$ cat config.mk
export PLATFORM = sky130hd
export DESIGN_NAME = muldiv_unit
export DESIGN_NICKNAME = d
export VERILOG_FILES = /design/src/rtl/muldiv_unit.sv
export SDC_FILE = /design/constraint.sdc
export NUM_CORES = 1
export LEC_CHECK = 0
export BUFFER_PORTS_ARGS = -buffer_cell sky130_fd_sc_hd__buf_2
export CAP_MARGIN = 20
export CORE_MARGIN = 2
export CORE_UTILIZATION = 67
export CTS_CLUSTER_SIZE = 30
export DETAILED_ROUTE_END_ITERATION = 10
export PLACE_DENSITY = 0.91
export SLEW_MARGIN = 30
export SYNTH_ARGS = -nofsm -noshare
export SYNTH_HDL_FRONTEND = slang
export SYNTH_SLANG_ARGS = --single-unit
$ cat constraint.sdc
create_clock -name clk -period 18.2 [get_ports clk]
set_input_delay 1.82 -clock clk [delete_from_list [all_inputs] [get_ports clk]]
set_output_delay 1.82 -clock clk [all_outputs]
set_load 0.03 [all_outputs]
$ cat src/rtl/muldiv_unit.sv
// Iterative radix-2 multiply/divide engine (MULT, MULTU, DIV, DIVU) with a
// start/busy/done handshake and an annul input for squashing in-flight work.
module muldiv_unit #(
  parameter int WIDTH = 32
) (
  input  logic             clk,
  input  logic             rst,
  input  logic             start,
  input  logic [1:0]       op,
  input  logic             annul,
  input  logic [WIDTH-1:0] a,
  input  logic [WIDTH-1:0] b,
  output logic             busy,
  output logic             done,
  output logic [WIDTH-1:0] hi,
  output logic [WIDTH-1:0] lo,
  output logic             div_by_zero
);
  localparam int CNT_W = $clog2(WIDTH + 1);

  typedef enum logic [1:0] {
    IDLE = 2'd0,
    CALC = 2'd1,
    DONE = 2'd2
  } state_e;

  state_e             state_q, state_d;
  logic [CNT_W-1:0]   cnt_q, cnt_d;
  logic               is_div_q, is_div_d;
  logic               qneg_q, qneg_d;
  logic               rneg_q, rneg_d;
  logic               zero_q, zero_d;
  logic [2*WIDTH-1:0] acc_q, acc_d;
  logic [WIDTH-1:0]   rem_q, rem_d;
  logic [WIDTH-1:0]   mb_q, mb_d;
  logic [WIDTH-1:0]   hi_q, hi_d;
  logic [WIDTH-1:0]   lo_q, lo_d;
  logic               done_q, done_d;
  logic               dbz_q, dbz_d;

  logic               accept_s;
  logic               sgn_s;
  logic               b_zero_s;
  logic [WIDTH-1:0]   abs_a_s, abs_b_s;
  logic [WIDTH:0]     mul_sum_s;
  logic [2*WIDTH-1:0] mul_next_s, prod_fix_s;
  logic [WIDTH:0]     div_shift_s;
  logic [WIDTH-1:0]   div_diff_s, rem_next_s, q_next_s, q_fix_s, r_fix_s;
  logic               div_ge_s;

  assign accept_s = start & ~annul & (state_q != CALC);
  assign sgn_s    = ~op[0];
  assign b_zero_s = (b == {WIDTH{1'b0}});
  assign abs_a_s  = (sgn_s & a[WIDTH-1]) ? -a : a;
  assign abs_b_s  = (sgn_s & b[WIDTH-1]) ? -b : b;

  // Multiply: acc holds {partial product, remaining multiplier bits}.
  assign mul_sum_s  = {1'b0, acc_q[2*WIDTH-1:WIDTH]} + (acc_q[0] ? {1'b0, mb_q} : {(WIDTH+1){1'b0}});
  assign mul_next_s = {mul_sum_s, acc_q[WIDTH-1:1]};
  assign prod_fix_s = qneg_q ? -mul_next_s : mul_next_s;

  // Divide: restoring step; the difference fits WIDTH bits whenever it is kept.
  assign div_shift_s = {rem_q, acc_q[WIDTH-1]};
  assign div_ge_s    = (div_shift_s >= {1'b0, mb_q});
  assign div_diff_s  = div_shift_s[WIDTH-1:0] - mb_q;
  assign rem_next_s  = div_ge_s ? div_diff_s : div_shift_s[WIDTH-1:0];
  assign q_next_s    = {acc_q[WIDTH-2:0], div_ge_s};
  assign q_fix_s     = qneg_q ? -q_next_s : q_next_s;
  assign r_fix_s     = rneg_q ? -rem_next_s : rem_next_s;

  // Next-state, datapath step and result write-back.
  always_comb begin
    state_d  = state_q;
    cnt_d    = cnt_q;
    is_div_d = is_div_q;
    qneg_d   = qneg_q;
    rneg_d   = rneg_q;
    zero_d   = zero_q;
    acc_d    = acc_q;
    rem_d    = rem_q;
    mb_d     = mb_q;
    hi_d     = hi_q;
    lo_d     = lo_q;
    dbz_d    = dbz_q;
    done_d   = 1'b0;
    case (state_q)
      IDLE, DONE: begin
        if (accept_s) begin
          state_d  = CALC;
          cnt_d    = CNT_W'(WIDTH);
          is_div_d = op[1];
          zero_d   = op[1] & b_zero_s;
          rem_d    = {WIDTH{1'b0}};
          dbz_d    = 1'b0;
          // A zero divisor runs on the raw dividend so the remainder comes out as a.
          if (op[1] & b_zero_s) begin
            acc_d  = {{WIDTH{1'b0}}, a};
            mb_d   = b;
            qneg_d = 1'b0;
            rneg_d = 1'b0;
          end else begin
            acc_d  = {{WIDTH{1'b0}}, abs_a_s};
            mb_d   = abs_b_s;
            qneg_d = sgn_s & (a[WIDTH-1] ^ b[WIDTH-1]);
            rneg_d = sgn_s & op[1] & a[WIDTH-1];
          end
        end else begin
          state_d = IDLE;
        end
      end
      CALC: begin
        if (annul) begin
          state_d = IDLE;
        end else begin
          cnt_d = cnt_q - CNT_W'(1);
          if (is_div_q) begin
            acc_d = {acc_q[2*WIDTH-1:WIDTH], q_next_s};
            rem_d = rem_next_s;
          end else begin
            acc_d = mul_next_s;
          end
          if (cnt_q == CNT_W'(1)) begin
            state_d = DONE;
            done_d  = 1'b1;
            dbz_d   = zero_q;
            if (is_div_q) begin
              hi_d = r_fix_s;
              lo_d = q_fix_s;
            end else begin
              hi_d = prod_fix_s[2*WIDTH-1:WIDTH];
              lo_d = prod_fix_s[WIDTH-1:0];
            end
          end else begin
            state_d = CALC;
          end
        end
      end
      default: state_d = IDLE;
    endcase
  end

  // State and datapath registers.
  always_ff @(posedge clk or posedge rst) begin
    if (rst) begin
      state_q  <= IDLE;
      cnt_q    <= {CNT_W{1'b0}};
      is_div_q <= 1'b0;
      qneg_q   <= 1'b0;
      rneg_q   <= 1'b0;
      zero_q   <= 1'b0;
      acc_q    <= {(2*WIDTH){1'b0}};
      rem_q    <= {WIDTH{1'b0}};
      mb_q     <= {WIDTH{1'b0}};
      hi_q     <= {WIDTH{1'b0}};
      lo_q     <= {WIDTH{1'b0}};
      done_q   <= 1'b0;
      dbz_q    <= 1'b0;
    end else begin
      state_q  <= state_d;
      cnt_q    <= cnt_d;
      is_div_q <= is_div_d;
      qneg_q   <= qneg_d;
      rneg_q   <= rneg_d;
      zero_q   <= zero_d;
      acc_q    <= acc_d;
      rem_q    <= rem_d;
      mb_q     <= mb_d;
      hi_q     <= hi_d;
      lo_q     <= lo_d;
      done_q   <= done_d;
      dbz_q    <= dbz_d;
    end
  end

  assign busy        = (state_q == CALC) | accept_s;
  assign done        = done_q;
  assign hi          = hi_q;
  assign lo          = lo_q;
  assign div_by_zero = dbz_q;
endmodule

==> flow_summary.json <==
{
  "status": "finished, final reports clean",
  "hold_end": "hi[4]",
  "worstSetupStartpointType": "register",
  "ant_nets": 0,
  "cts_tree": "built",
  "syn-mean-instance-area_sq_um": 7.75,
  "overflow": 0,
  "p_per_area_mw_per_mm2": 132,
  "die-area_sq_mm": 0.0272,
  "routabilityCongestion": 1.01,
  "cts.sinks": 206,
  "synth.cell_area_sq_mm": 0.0173,
  "rsz0062_at_grt": "false",
  "synth_cells": 2237,
  "fin_crit_ps": 6150,
  "setup-violations-final": 0,
  "portBuffers": 136,
  "reg2reg_slack_ps": 12050,
  "cts_root_buf": "clkbuf_16",
  "cts_inserted_buffers": 24,
  "hold_start": "hi[4]",
  "hold_buffers": 0,
  "finalNonFillerCells": 2616,
  "leakagePower_nw": 8.49,
  "syn2layout_area_growth_pct": 8.58,
  "r2r-end": "hi[26]",
  "nets": 2411,
  "dp_hpwl_mm": 41.2,
  "ys_ff_latch": 206,
  "cts.clk_slew.worst_paths_ps": 60,
  "layout_commonest_cell": "nand2_1",
  "hold_class": "register to register",
  "vias": 17500,
  "grt_pass1_vias": 15900,
  "setup_tns_ps": 0,
  "rr_worst_depth": 20,
  "grt_usage_pct": 40.1,
  "pin_count": 137,
  "worst_slew_pin_slew_ps": 964,
  "wirelength_mm": 55.2,
  "clockBufferDepth": 3,
  "htreeDepth": 1,
  "postCtsSetupRepairBufs": 0,
  "synth-async-reset-ratio_pct": 100,
  "clock_latency_ps": 540,
  "die_y_um": 165,
  "grt_pass1_wl_mm": 85.8,
  "layout-drive-gt1-share_pct": 10.3,
  "die_w_um": 165,
  "ys_seq_area_share_pct": 29.7,
  "cp.required_ps": 18660,
  "antenna_found_initial": 0,
  "relSlewSlack_pct": 35.3,
  "fin_util_pct": 74.5,
  "synth_edf_count": 0,
  "wire_per_inst_um": 21.1,
  "synthFlopType": "dfrtp_1",
  "ir_drop_v": 0.000112,
  "final_max_slew_viol_count": 0,
  "rows": 58,
  "critPathCaptureType": "register",
  "path_class": "register to register",
  "drc": 0,
  "synth_nets": 2380,
  "yosysWarnings": 0,
  "cap_violations": 0,
  "whs_path_depth": 2,
  "ys_types": 82,
  "diodes": 0,
  "initial_utilization_pct": 68.6,
  "dpl.cell_count": 2571,
  "drt_iter0_drc": 2245,
  "clock_skew_ps": 19.2,
  "fmaxAchievable_mhz": 163,
  "cp_max_fo": 41,
  "via_per_inst": 6.68,
  "grt_max_degree": 92,
  "critical_path_arrival_ps": 6610,
  "hold_viol_final": 0,
  "period_share_pct": 33.8,
  "r2r-start": "rem_q[25]",
  "final_cell_mix": "296 x nand2_1, 264 x o21ai_0, 205 x dfrtp_1",
  "cts_resized": 0,
  "dr.pass1.iters": 6,
  "core_sq_mm": 0.0253
}
==> registers in the layout, indices dropped and copies added, names as in the netlist <==
name and cells:
div_by_zero 1, lo 32, state_q 2, zero_q 1, done 1, rem_q 32, rneg_q 1, is_div_q 1
acc_q 64, mb_q 32, qneg_q 1, cnt_q 6, hi 32
==> worst max-delay path, stage by stage (launching register included) <==
cell and delay [ps]:
dfrtp_1 410, ha_1 400, a21oi_1 320, o21ai_1 130, a2111oi_1 660, o211a_2 360
nand2_1 60, buf_4 310, inv_2 570, mux2i_1 400, ha_1 260, nand3b_1 110
or3_1 330, nor3_1 140, a41oi_1 120, and3b_1 380, nand4_1 200, o31ai_1 380
xnor2_1 100, mux2_2 280, a21oi_1 130
==> metrics by stage <==
stage                     power (W)  instance area (sq um)  setup slack [ps]  hold slack [ps]
after floorplan             0.00159                  17300             10760              438
after global placement      0.00189                  18000             12440              455
after CTS                   0.00243                  18800             12150              478
after global routing        0.00261                  18800             11720              500
after detailed placement    0.00193                  18000             12210              464
final                       0.00248                  18800             12050              472
==> cells by family after synthesis <==
logic type	after synthesis	share of synthesized area (%)
and+or+nand+nor	766	21.0
muxes	58	3.44
AOI/OAI and AO/OA	679	23.8
buffers and inverters	225	5.08
adders and majority gates	73	5.36
DFF	206	29.7
xor gates and xnor gates	230	11.6
==> power by group <==
group          leakage (nW)  internal (W)  switching [W]
Combinational          5.37      0.000438       0.000800
Sequential             2.72      0.000576       0.000165
Clock                 0.397      0.000293       0.000204
Total                  8.49       0.00131        0.00117
==> worst max path at each step <==
stage | startpoint | endpoint | depth (start not counted)
after detailed placement | rem_q[25] | hi[26] | 20
after floorplan | rst | acc_q[0] | 1
after global routing | mb_q[28] | hi[26] | 21
final | rem_q[25] | hi[26] | 20
after global placement | mb_q[28] | hi[26] | 21
after CTS | rem_q[25] | hi[26] | 20
==> per-layer routing <==
layer,vias up,wire (um),GRT usage (%)
met3,85,7420,11.9
met1,8254,23400,58.2
li1,8047,-,-
met2,1082,23300,58.8
met4,0,1110,9.21
met5,-,0,0
==> cell type report <==
class | instances | area [sq um]
multi-input cells | 1806 | 11300
inverters | 77 | 297
clock inverters | 8 | 70.1
fillers | 1928 | 6430
flip-flops and latches | 206 | 5160
well taps | 330 | 413
clock buffers | 36 | 737
repair buffers | 153 | 816
==> cells in the mapped netlist, types with 4 or more instances <==
library cell  count  area (sq um)
o22ai_1           4          25.0
nor3_1           63           315
a211oi_1         15           113
nor4_1           22           138
o21ai_0         264          1320
a211o_1           5          43.8
buf_2            21           105
o41ai_1           9          78.8
o31a_1            5          43.8
inv_1            75           282
a31oi_1          19           119
o31ai_1          49           368
and2_1           14          87.6
ha_1             71           888
o211ai_1         14           105
o21a_1            9          67.6
a311oi_1          5          43.8
dfrtp_1         206          5150
nor2_1          157           589
or4_1            16           120
buf_1             9          33.8
a21oi_1         165           826
nand3b_1          6          45.0
a2111oi_0         4          35.0
o21bai_1         13          97.6
or2_2            15          93.8
or3_1            23           144
a22o_1           23           201
nand3_1          62           310
nand4_1          18           113
and4_1            7          61.3
nand2b_1         24           150
a221oi_1          5          43.8
mux2i_1          55           551
xor2_1          113           990
clkbuf_1        116           435
a21o_1           25           188
o32ai_1           4          35.0
and3_1           12          75.1
o21ai_1          10          50.1
xnor2_1         117          1020
nand4b_1          6          52.6
nand2_1         297          1110
No activity file was read; power rests on OpenSTA's default activity.
